### src/rtl/pipe_pkg.sv
// Shared types and constants for the decoupled pipeline stage register.
// Optional stall counter is enabled by defining PIPE_STALL_CNT_EN.
package pipe_pkg;

  localparam int EXC_W_DEF = 5;

  localparam logic [EXC_W_DEF-1:0] EXC_NONE = '0;

  typedef enum logic [1:0] {
    OCC_EMPTY = 2'd0,
    OCC_ONE   = 2'd1,
    OCC_FULL  = 2'd2
  } occ_e;

endpackage

### src/rtl/pipe_slot.sv
// One valid+payload+exception register with load, clear and masked flush.
// Flush keeps only the payload bits outside CLR_MASK.
module pipe_slot
  import pipe_pkg::*;
#(
  parameter int DATA_W = 96,
  parameter int EXC_W  = EXC_W_DEF,
  parameter logic [DATA_W-1:0] CLR_MASK = {DATA_W{1'b1}}
) (
  input  logic              clk,
  input  logic              reset,
  input  logic              flush,
  input  logic              load,
  input  logic              clr,
  input  logic [DATA_W-1:0] d_data,
  input  logic [EXC_W-1:0]  d_exc,
  output logic              v,
  output logic [DATA_W-1:0] data,
  output logic [EXC_W-1:0]  exc
);

  always_ff @(posedge clk) begin
    if (!reset) begin
      v    <= 1'b0;
      data <= '0;
      exc  <= '0;
    end else if (flush) begin
      v    <= 1'b0;
      data <= data & ~CLR_MASK;
      exc  <= '0;
    end else if (load) begin
      v    <= 1'b1;
      data <= d_data;
      exc  <= d_exc;
    end else if (clr) begin
      v    <= 1'b0;
    end
  end

endmodule

### src/rtl/pipe_stage_buf.sv
// Decoupled stage register: valid/ready handshake with a 2-entry skid.
// Define PIPE_STALL_CNT_EN to add the saturating stall_cnt output.
module pipe_stage_buf
  import pipe_pkg::*;
#(
  parameter int DATA_W = 96,
  parameter int EXC_W  = EXC_W_DEF,
  parameter logic [DATA_W-1:0] CLR_MASK = {DATA_W{1'b1}}
) (
  input  logic              clk,
  input  logic              reset,
  input  logic              flush,
  input  logic              in_valid,
  output logic              in_ready,
  input  logic [DATA_W-1:0] in_data,
  input  logic [EXC_W-1:0]  in_exc,
  output logic              out_valid,
  input  logic              out_ready,
  output logic [DATA_W-1:0] out_data,
  output logic [EXC_W-1:0]  out_exc,
`ifdef PIPE_STALL_CNT_EN
  output logic [31:0]       stall_cnt,
`endif
  output logic [1:0]        occ
);

  logic              m_v, s_v;
  logic [DATA_W-1:0] s_data;
  logic [EXC_W-1:0]  s_exc;
  logic              accept, emit;
  logic              m_load, m_clr;
  logic              s_load, s_clr;
  logic [DATA_W-1:0] m_d;
  logic [EXC_W-1:0]  m_e;
  occ_e              occ_q;

  assign in_ready  = reset & ~s_v;
  assign accept    = in_valid & in_ready;
  assign emit      = m_v & out_ready;
  assign out_valid = m_v;

  // skid always holds the older beat, so it wins the refill of main
  assign m_load = (~m_v & accept) | (emit & (s_v | accept));
  assign m_clr  = emit & ~s_v & ~accept;
  assign m_d    = s_v ? s_data : in_data;
  assign m_e    = s_v ? s_exc : in_exc;

  assign s_load = m_v & ~emit & accept;
  assign s_clr  = emit & s_v;

  assign occ_q = s_v ? OCC_FULL : (m_v ? OCC_ONE : OCC_EMPTY);
  assign occ   = occ_q;

  pipe_slot #(
    .DATA_W  (DATA_W),
    .EXC_W   (EXC_W),
    .CLR_MASK(CLR_MASK)
  ) u_main (
    .clk   (clk),
    .reset (reset),
    .flush (flush),
    .load  (m_load),
    .clr   (m_clr),
    .d_data(m_d),
    .d_exc (m_e),
    .v     (m_v),
    .data  (out_data),
    .exc   (out_exc)
  );

  pipe_slot #(
    .DATA_W  (DATA_W),
    .EXC_W   (EXC_W),
    .CLR_MASK(CLR_MASK)
  ) u_skid (
    .clk   (clk),
    .reset (reset),
    .flush (flush),
    .load  (s_load),
    .clr   (s_clr),
    .d_data(in_data),
    .d_exc (in_exc),
    .v     (s_v),
    .data  (s_data),
    .exc   (s_exc)
  );

`ifdef PIPE_STALL_CNT_EN
  always_ff @(posedge clk) begin
    if (!reset)
      stall_cnt <= '0;
    else if (m_v & ~out_ready & ~flush & ~(&stall_cnt))
      stall_cnt <= stall_cnt + 32'd1;
  end
`endif

endmodule

### config.mk
export PLATFORM = sky130hd
export DESIGN_NAME = pipe_stage_buf
export DESIGN_NICKNAME = d
export VERILOG_FILES = /design/src/rtl/pipe_pkg.sv /design/src/rtl/pipe_slot.sv /design/src/rtl/pipe_stage_buf.sv
export SDC_FILE = /design/constraint.sdc
export NUM_CORES = 1
export LEC_CHECK = 0
export ABC_CLOCK_PERIOD_IN_PS = 1500
export CORE_ASPECT_RATIO = 0.8
export CORE_MARGIN = 2
export CORE_UTILIZATION = 40
export CTS_CLUSTER_DIAMETER = 30
export CTS_CLUSTER_SIZE = 24
export DETAILED_ROUTE_END_ITERATION = 8
export GPL_TIMING_DRIVEN = 0
export PLACE_DENSITY = 0.68
export SETUP_SLACK_MARGIN = 0.3
export SYNTH_ARGS = -nofsm -noshare
export SYNTH_HDL_FRONTEND = slang
export SYNTH_SLANG_ARGS = --single-unit
export TNS_END_PERCENT = 10
### constraint.sdc
create_clock -name clk -period 1.5 [get_ports clk]
set_clock_uncertainty 0.1 [all_clocks]
set_input_delay 0.3 -clock clk [delete_from_list [all_inputs] [get_ports clk]]
set_output_delay 0.3 -clock clk [all_outputs]
set_load 0.005 [all_outputs]
# --- Word level (Yosys, flattened, before mapping) ---
# Cells that the tools add are included.
word_totals:
  inputBits: 106
  output_inout_bits: 105
  register_bits: 204
  word_cells: 34
op_classes:
  bitwise_logic: 17
  muxes: 8
  n_reduce_logical: 3
op_table:
  columns: ["cell", "n"]
  rows:
  - ["two-way mux 96 bit", 1]
  - ["bitwise AND 1 bit", 10]
  - ["two-way mux 1 bit", 5]
  - ["two-way mux 5 bit", 1]
  - ["NOT 1 bit", 5]
  - ["nonzero test 2 bit", 2]
  - ["two-way mux 2 bit", 1]
  - ["bitwise OR 1 bit", 2]
  - ["OR reduction 2 bit", 1]

# --- Depth between registers and ports, before layout ---
# Gate-level depths: netlist (run 1).
logic_depth:
  ltp_word: 7
  ltp_mapped: 7
  mapped_depth_nobuf: 3

# --- Cells and area by module ---
# From an unflattened synthesis (run 1), not the netlist that was laid out.
unflattened:
  cells_unflattened: 786
  hier_area_um2: 8854.7
by_module_without_submodules:
  columns: ["mod", "seq_area_each_um2", "area_per_inst_um2", "instances", "cells_each"]
  rows:
  - ["pipe_slot", 2042.0, 3707.3, 2, 331]
  - ["pipe_stage_buf", 0.0, 1440.1, 1, 124]

# --- Least setup slack after synthesis (run 1) ---
# No wires, ideal clock.
synth_timing:
  path_type: "register to register"
  startpoint: "register u_skid.v"
  endpoint: "register u_skid.data[0]"
  t_required_ns: 1.328
  path_stages_with_launch: 8
  n_path_buf: 4
  arrival_ns: 1.292
  setup_time_ns: 0.072
  synth_period_minus_slack_ns: 1.464
  setup_slack_ns: 0.036
  path_cell_list: "dfxtp_1 -> buf_6 -> nor2b_4 -> and4_1 -> buf_2 -> buf_12 -> buf_12 -> mux2i_1"
synth_between:
  elab_chain_cells: 4
synth_lines:
  columns: ["element", "line", "text"]
  rows:
  - ["from (decl)", "pipe_slot.sv:17", "output logic v,"]
  - ["from (signal assigned)", "pipe_slot.sv:24", "v <= 1'b0;"]
  - ["from (signal assigned)", "pipe_slot.sv:28", "v <= 1'b0;"]
  - ["from (signal assigned)", "pipe_slot.sv:32", "v <= 1'b1;"]
  - ["NOT 1 bit", "pipe_stage_buf.sv:37", "assign in_ready = reset & ~s_v;"]
  - ["bitwise AND 1 bit", "pipe_stage_buf.sv:37", null]
  - ["via in_ready", "pipe_stage_buf.sv:14", "output logic in_ready,"]
  - ["bitwise AND 1 bit", "pipe_stage_buf.sv:38", "assign accept = in_valid & in_ready;"]
  - ["bitwise AND 1 bit", "pipe_stage_buf.sv:48", "assign s_load = m_v & ~emit & accept;"]
  - ["to (signal assigned)", "pipe_slot.sv:29", "data <= data & ~CLR_MASK;"]
  - ["to (signal assigned)", "pipe_slot.sv:33", "data <= d_data;"]
  - ["to (decl)", "pipe_slot.sv:18", "output logic [DATA_W-1:0] data,"]
# The timed path passes the listed nets, and every way through them passes these cells.
# A chain may end at the register's enable or synchronous reset.

# --- Worst setup path in the final report (run 1) ---
layout_timing:
  startpoint: "register u_skid.v"
  endpoint: "output port occ[0]"
layout_between:
  elab_chain_cells: 1
layout_lines:
  columns: ["element", "line", "text"]
  rows:
  - ["two-way mux 2 bit", "pipe_stage_buf.sv:51", "assign occ_q = s_v ? OCC_FULL : (m_v ? OCC_ONE : OCC_EMPTY);"]
  - ["to (decl)", "pipe_stage_buf.sv:24", "output logic [1:0] occ"]
# No other way between the ends.

==> flow_metrics.py, run 1 <==
metrics = {
    "worst_setup_path": {
        "critPathMaxFanout": 4,
        "critical_path.reg2reg.startpoint": "u_skid.v",
        "timing.critical_path.mode_cell": "sky130_fd_sc_hd__buf_12",
        "start_kind": "flip-flop",
        "critPathSlowestCell": "sky130_fd_sc_hd__dfxtp_2",
        "timing.critical_path.required_ps": 1100,
        "timing.critical_path.cells": "buf_6 -> buf_12 -> buf_12 -> nor2b_1 -> buf_2",
        "worst-r2r-cell-count": 9,
        "critical_path.top_delay_family": "buffers and inverters",
        "crit_end_element": "primary output",
        "critical_path.reg2reg.endpoint": "u_skid.data[94]",
        "critical-path-max-stage-delay_ps": 320,
        "worstPathBufferInverterCount": 4,
        "r2r_slack_ps": -270,
        "timing.setup.critical_path_class": "flip-flop to primary output",
        "cp_data_arrival_time_ps": 1400,
    },
    "sta": {
        "fin_ws_ps": -304.0,
        "timing.max_slew.rel_slack_pct": 66.00,
        "setup_repair_after_global_routing_missed_its_margin": "true",
        "worst_slew_pin_slew_ps": 510.1,
        "clock.fmax_mhz": 554.3,
        "fin_tns_setup_ps": -32120,
        "final_hold_viol_count": 0,
        "final_min_period_over_clock_period_pct": 120.3,
        "timing.final.max_slew_violations": 0,
        "final.min_clock_period_ps": 1804,
        "timing.final.setup_violations": 204,
    },
    "floorplan": {
        "die_outline_area_um2": 24870,
        "die_x_um": 175.8,
        "io_pins": 211,
        "core-area_um2": 23270,
        "row_count": 50,
        "initial_utilization_pct": 40.59,
        "die_h_um": 141.4,
    },
    "cts": {
        "tritoncts": "built",
        "cts_made_buffers": 44,
        "cts_hold_repair.buffers": 0,
        "cts.reportedPaths.clkPinSlew_ps": 50,
        "tritoncts_num_sinks": 204,
        "ctsRootBufferMaster": "sky130_fd_sc_hd__clkbuf_16",
        "clock_tree_buffer_depth": 3,
        "cts.htree.levels": 2,
        "clk-insertion-delay-late_ps": 510,
    },
    "pwr": {
        "worst_vdd_rail_ir_drop_uv": 700.4,
        "power_per_cell_area_nw_per_um2": 1144,
        "leakagePower_nw": 5.789,
    },
    "yosys": {
        "synth_register_bits": 204,
        "synth_flop_cell": "sky130_fd_sc_hd__dfxtp_1",
        "postSynth.asyncResetShare_pct": 0,
        "netlist-cell-type-count": 22,
        "syn_area_cell_um2": 9.380,
        "synth.cell_area_um2": 9445,
        "mappedNetlistNets": 1113,
        "synth_enable_flop_cells": 0,
        "fraction_of_the_yosys_area_taken_by_sequential_cells_pct": 43.24,
        "yosys_warnings": 0,
        "syn_inst": 1007,
    },
    "layout": {
        "syn_to_final_growth_pct": 51.12,
        "layout_commonest_cell": "sky130_fd_sc_hd__nand2_1",
        "drive_gt1_share_pct": 30.49,
        "total_inserted_antenna_cells": 0,
        "nets": 1399,
        "top_library_cells_by_usage_in_the_layout_fill_and_taps_aside": "sky130_fd_sc_hd__nand2_1, sky130_fd_sc_hd__mux2i_1, sky130_fd_sc_hd__dfxtp_1",
        "layout.filler_cells": 1972,
        "post-route-util_pct": 61.33,
        "stdcell_count": 1637,
    },
    "route": {
        "routedWlPerCell_um": 16.69,
        "met2WireLength_um": 12430,
        "detailroute.via_count": 7833,
        "drt_iter0_markers": 359,
        "drt-vias-per-instance": 4.785,
        "post-route-drc-count": 0,
        "detail_route.wirelength_um": 27320,
        "postRouteAntennaNets": 0,
        "drt-pass1-iter-count": 4,
        "detailroute.wirelength.met3_um": 1555,
        "topRoutingLayerUsed": "met4",
        "route.layer.met1.wl_um": 12820,
    },
    "hold_path": {
        "hold_path_startpoint": "in_data[1]",
        "timing.hold.worst_endpoint": "u_skid.data[1]",
        "hold_path.class": "primary input to flip-flop",
        "number_of_cells_on_the_worst_hold_path": 3,
    },
    "grt": {
        "via_count_of_the_first_global_routing_pass": 8078,
        "first_pass_grt_wire_length_um": 43010,
        "grt_start_max_net_pins": 11,
        "grt_antenna_before_repair": 0,
        "track_usage_pct": 21.58,
        "grt_overflow_total": 0,
    },
    "placement": {
        "globalplace.congestion": 0.7752,
        "dp_slack_ps": -853.0,
        "post-dp-hpwl_um": 17710,
        "io_buffers": 210,
        "placed_cells": 1529,
    },
    "run_status": {
        "violations_in_the_final_reports": "negative setup slack",
        "outcome": "finished, violations left",
    },
    "job": {
        "timing.max_cap.violations": 0,
    },
}
[tightest hold or removal path: stages]
cell	delay, ps
sky130_fd_sc_hd__clkdlybuf4s50_1	420
sky130_fd_sc_hd__nand2_1	60
sky130_fd_sc_hd__mux2i_1	60
[where the power goes]
part,switching [mW],internal (mW)
logic,0.659,0.852
clock network,2.92,6.34
registers,0.0442,5.52
total,3.62,12.7
[worst max path at each step]
stage,from,end,slack [ps],depth (start not counted)
finish,u_skid.v,occ[0],-300,5
global route,u_skid.v,occ[0],-360,5
CTS,u_skid.v,occ[0],-320,5
detailed placement,reset,u_skid.data[43],-850,7
global placement,reset,u_skid.data[87],-780,7
floorplan,u_skid.v,u_skid.data[0],40,7
[flip-flops by register name, summed over array words and instances (netlist names)]
register     cells
u_main.data     96
u_main.exc       5
u_main.v         1
u_skid.data     96
u_skid.exc       5
u_skid.v         1
[metal layers]
layer / GRT usage [%] / up-vias
li1: - / 3914
met1: 29.18 / 3671
met2: 34.60 / 193
met3: 4.957 / 55
met4: 6.133 / 0
met5: 0 / -
[cell usage after synthesis, types with 2 or more instances]
cell	count	share of area [%]
sky130_fd_sc_hd__a21oi_1	2	0.11
sky130_fd_sc_hd__buf_12	10	2.1
sky130_fd_sc_hd__buf_2	39	2.1
sky130_fd_sc_hd__buf_4	18	1.4
sky130_fd_sc_hd__clkbuf_1	13	0.52
sky130_fd_sc_hd__dfxtp_1	204	43
sky130_fd_sc_hd__mux2_2	101	12
sky130_fd_sc_hd__mux2i_1	202	21
sky130_fd_sc_hd__nand2_1	404	16
sky130_fd_sc_hd__nand2b_1	2	0.13
[cell families (layout without fill, tap and decap cells)]
logic type	count (synthesis)	after routing	share of synthesized area [%]
multiplexers	303	303	33.45
AO/OA/AOI/OAI	5	5	0.2914
AND/OR/NAND/NOR	413	413	16.73
buffers and inverters	82	400	6.292
flip-flops	204	204	43.24
[area by class of cell]
| type | count | area (µm²) | area share (%) |
|---|---|---|---|
| clock buffer | 64 | 1318 | 9.230 |
| sequential | 204 | 4110 | 28.80 |
| tap | 312 | 390.4 | 2.735 |
| buffer | 81 | 860.8 | 6.031 |
| timing repair buffer | 240 | 2678 | 18.76 |
| clock inverter | 14 | 125.1 | 0.8766 |
| inverter | 1 | 3.754 | 0.02630 |
| multi-input combinational | 721 | 4788 | 33.55 |
[per-stage QoR]
step / power (mW) / hold WS (ps) / instance area (µm²)
floorplan: 6.313 / 331.3 / 9448
global placement: 6.957 / 338.3 / 11940
detailed placement: 6.965 / 343.4 / 11940
CTS: 16.42 / 272.6 / 14010
global route: 16.87 / 283.9 / 14270
finish: 16.34 / 288.0 / 14270
[repair_timing]
action                     4_1_cts  5_1_grt
gates resized for setup        436       47
pin swaps                        1        2
gates cloned                     9        4
buffers inserted                12        5
setup endpoints to repair      309      309
(Power assumes the default switching activity.)
==> run 2, diff against run 1 <==
- CORE_UTILIZATION: 40 -> 46
- PLACE_DENSITY: 0.68 -> 0.77
==> flow_metrics.py, run 2 (synthesized netlist as in run 1, its figures left out) <==
metrics = {
    "run_status": {
        "outcome": "finished, violations left",
        "violations_in_the_final_reports": "negative setup slack",
    },
    "sta": {
        "timing.final.setup_violations": 204,
        "final_min_period_over_clock_period_pct": 120.1,
        "timing.max_slew.rel_slack_pct": 63.87,
        "timing.final.max_slew_violations": 0,
        "worst_slew_pin_slew_ps": 542.0,
        "setup_repair_after_global_routing_missed_its_margin": "true",
        "clock.fmax_mhz": 555.3,
        "fin_ws_ps": -300.9,
        "final.min_clock_period_ps": 1801,
        "final_hold_viol_count": 0,
        "worst_hold_slack_ps": 264.8,
    },
    "cts": {
        "ctsRootBufferMaster": "sky130_fd_sc_hd__clkbuf_16",
        "clock_tree_buffer_depth": 3,
        "cts.reportedPaths.clkPinSlew_ps": 50,
        "cts_made_buffers": 43,
        "tritoncts": "built",
        "clk-insertion-delay-late_ps": 520,
        "tritoncts_num_sinks": 204,
        "cts.htree.levels": 2,
        "cts_hold_repair.buffers": 0,
    },
    "pwr": {
        "power_per_cell_area_nw_per_um2": 1213,
        "power.internal_mw": 13.26,
        "comb_power_share_pct": 8.9,
        "pwr-share-seq_pct": 32.4,
        "worst_vdd_rail_ir_drop_uv": 838.5,
        "total_switching_power_mw": 3.900,
        "leakagePower_nw": 5.790,
        "clock_power_share_pct": 58.7,
        "power.switching_fraction_pct": 22.72,
    },
    "layout": {
        "layout_commonest_cell": "sky130_fd_sc_hd__nand2_1",
        "nets": 1393,
        "finalInstanceArea_um2": 14150,
        "syn_to_final_growth_pct": 49.78,
        "post-route-util_pct": 70.84,
        "drive_gt1_share_pct": 31.04,
        "top_library_cells_by_usage_in_the_layout_fill_and_taps_aside": "sky130_fd_sc_hd__nand2_1, sky130_fd_sc_hd__mux2i_1, sky130_fd_sc_hd__dfxtp_1",
        "total_inserted_antenna_cells": 0,
        "layout_top_registers": "u_main.data (96), u_skid.data (96)",
    },
    "floorplan": {
        "die_outline_area_um2": 21700,
        "io_pins": 211,
        "core-area_um2": 19970,
        "die_x_um": 164.2,
        "initial_utilization_pct": 47.29,
        "row_count": 46,
        "die_h_um": 132.2,
    },
    "worst_setup_path": {
        "worst-r2r-cell-count": 9,
        "critPathSlowestCell": "sky130_fd_sc_hd__dfxtp_2",
        "start_kind": "flip-flop",
        "cp_data_arrival_time_ps": 1400,
        "timing.setup.critical_path_class": "flip-flop to primary output",
        "critPathMaxFanout": 4,
        "timing.critical_path.mode_cell": "sky130_fd_sc_hd__buf_12",
        "critical_path.reg2reg.endpoint": "u_main.data[72]",
        "timing.critical_path.required_ps": 1100,
        "r2r_slack_ps": -290,
        "critical_path.reg2reg.startpoint": "u_skid.v",
        "timing.critical_path.cells": "buf_6 -> buf_12 -> buf_12 -> nor2b_4 -> buf_2",
        "critical-path-max-stage-delay_ps": 320,
        "crit_end_element": "primary output",
    },
    "grt": {
        "first_pass_grt_wire_length_um": 42700,
        "via_count_of_the_first_global_routing_pass": 8243,
        "track_usage_pct": 24.56,
        "grt_overflow_total": 0,
        "grt_start_max_net_pins": 12,
        "grt_antenna_before_repair": 0,
    },
    "placement": {
        "post-dp-hpwl_um": 17020,
        "globalplace.congestion": 0.7806,
        "placement.cell_area_um2": 11880,
        "io_buffers": 210,
    },
    "route": {
        "drt-pass1-iter-count": 4,
        "routedWlPerCell_um": 17.31,
        "detailroute.via_count": 7990,
        "postRouteAntennaNets": 0,
        "drt_iter0_markers": 408,
        "drt-vias-per-instance": 5.041,
        "detail_route.wirelength_um": 27440,
        "post-route-drc-count": 0,
    },
    "hold_path": {
        "timing.hold.worst_endpoint": "u_skid.data[35]",
        "hold_path.class": "primary input to flip-flop",
        "hold_path_startpoint": "in_data[35]",
        "number_of_cells_on_the_worst_hold_path": 3,
    },
    "job": {
        "timing.max_cap.violations": 0,
    },
}
[run 2: changes by cell type in the layout (fill, tap and decap cells not counted), sizes merged]
cell and change:
buf -5, clkinv -1, bufinv +5, clkbuf -4, clkinvlp +3, inv +5
clkdlybuf4s15 -7
[run 2: through the flow]
step / TNS, ps / total power [mW] / instances / worst slack, ps
2_1_floorplan: 0 / 6.313 / 1007 / 41.60
3_3_place_gp: -136050 / 6.942 / 1481 / -777.7
3_5_place_dp: -142540 / 6.952 / 1481 / -868.3
4_1_cts: -38860 / 17.15 / 1578 / -334.2
5_1_grt: -52190 / 17.63 / 1585 / -346.8
6_report: -42150 / 17.16 / 1585 / -300.9
[run 2: final cells by class]
cell class	count	area (µm²)
inverter	1	3.754
multi-input combinational	721	4808
buffer	81	818.3
sequential	204	4110
tap	264	330.3
clock inverter	26	362.8
fill	1460	5824
clock buffer	53	1195
timing repair buffer	235	2519
[run 2: layer usage]
layer / GRT usage [%] / up-vias / wire [µm]
met4: 8.480 / 0 / 684
li1: - / 3898 / -
met2: 40.35 / 240 / 12600
met1: 31.97 / 3801 / 12630
met5: 0 / - / 0
met3: 5.064 / 51 / 1530
[run 2: worst max-delay path by stage]
stage,from,endpoint,slack (ps),depth (start not counted)
after floorplan,u_skid.v,u_skid.data[0],40,7
after global placement,reset,u_skid.data[60],-780,7
after detailed placement,reset,u_skid.data[94],-870,7
after CTS,u_skid.v,occ[0],-330,5
after global routing,u_skid.v,occ[0],-350,5
final,u_skid.v,occ[0],-300,5
[run 2: what timing repair did]
item                                    4_1_cts  5_1_grt
gates resized for setup                     415       49
endpoints found under the setup margin      309      309
pin swaps                                     2        3
gates cloned                                 10        5
setup buffers                                 8        2
[run 2: power groups by stage]
stage | registers [mW] | clock network, mW | logic, mW
after global routing | 5.56 | 10.4 | 1.63
after CTS | 5.55 | 10.1 | 1.44
after global placement | 5.65 | 0 | 1.29
after detailed placement | 5.65 | 0 | 1.30
after floorplan | 5.66 | 0 | 0.658
final | 5.55 | 10.1 | 1.53
[run 2: worst max-delay path, delay by kind of cell (launching register included)]
family / cells / cell delay (ps)
buf+inv: 4 / 480
flops: 1 / 320
simple gates: 1 / 80
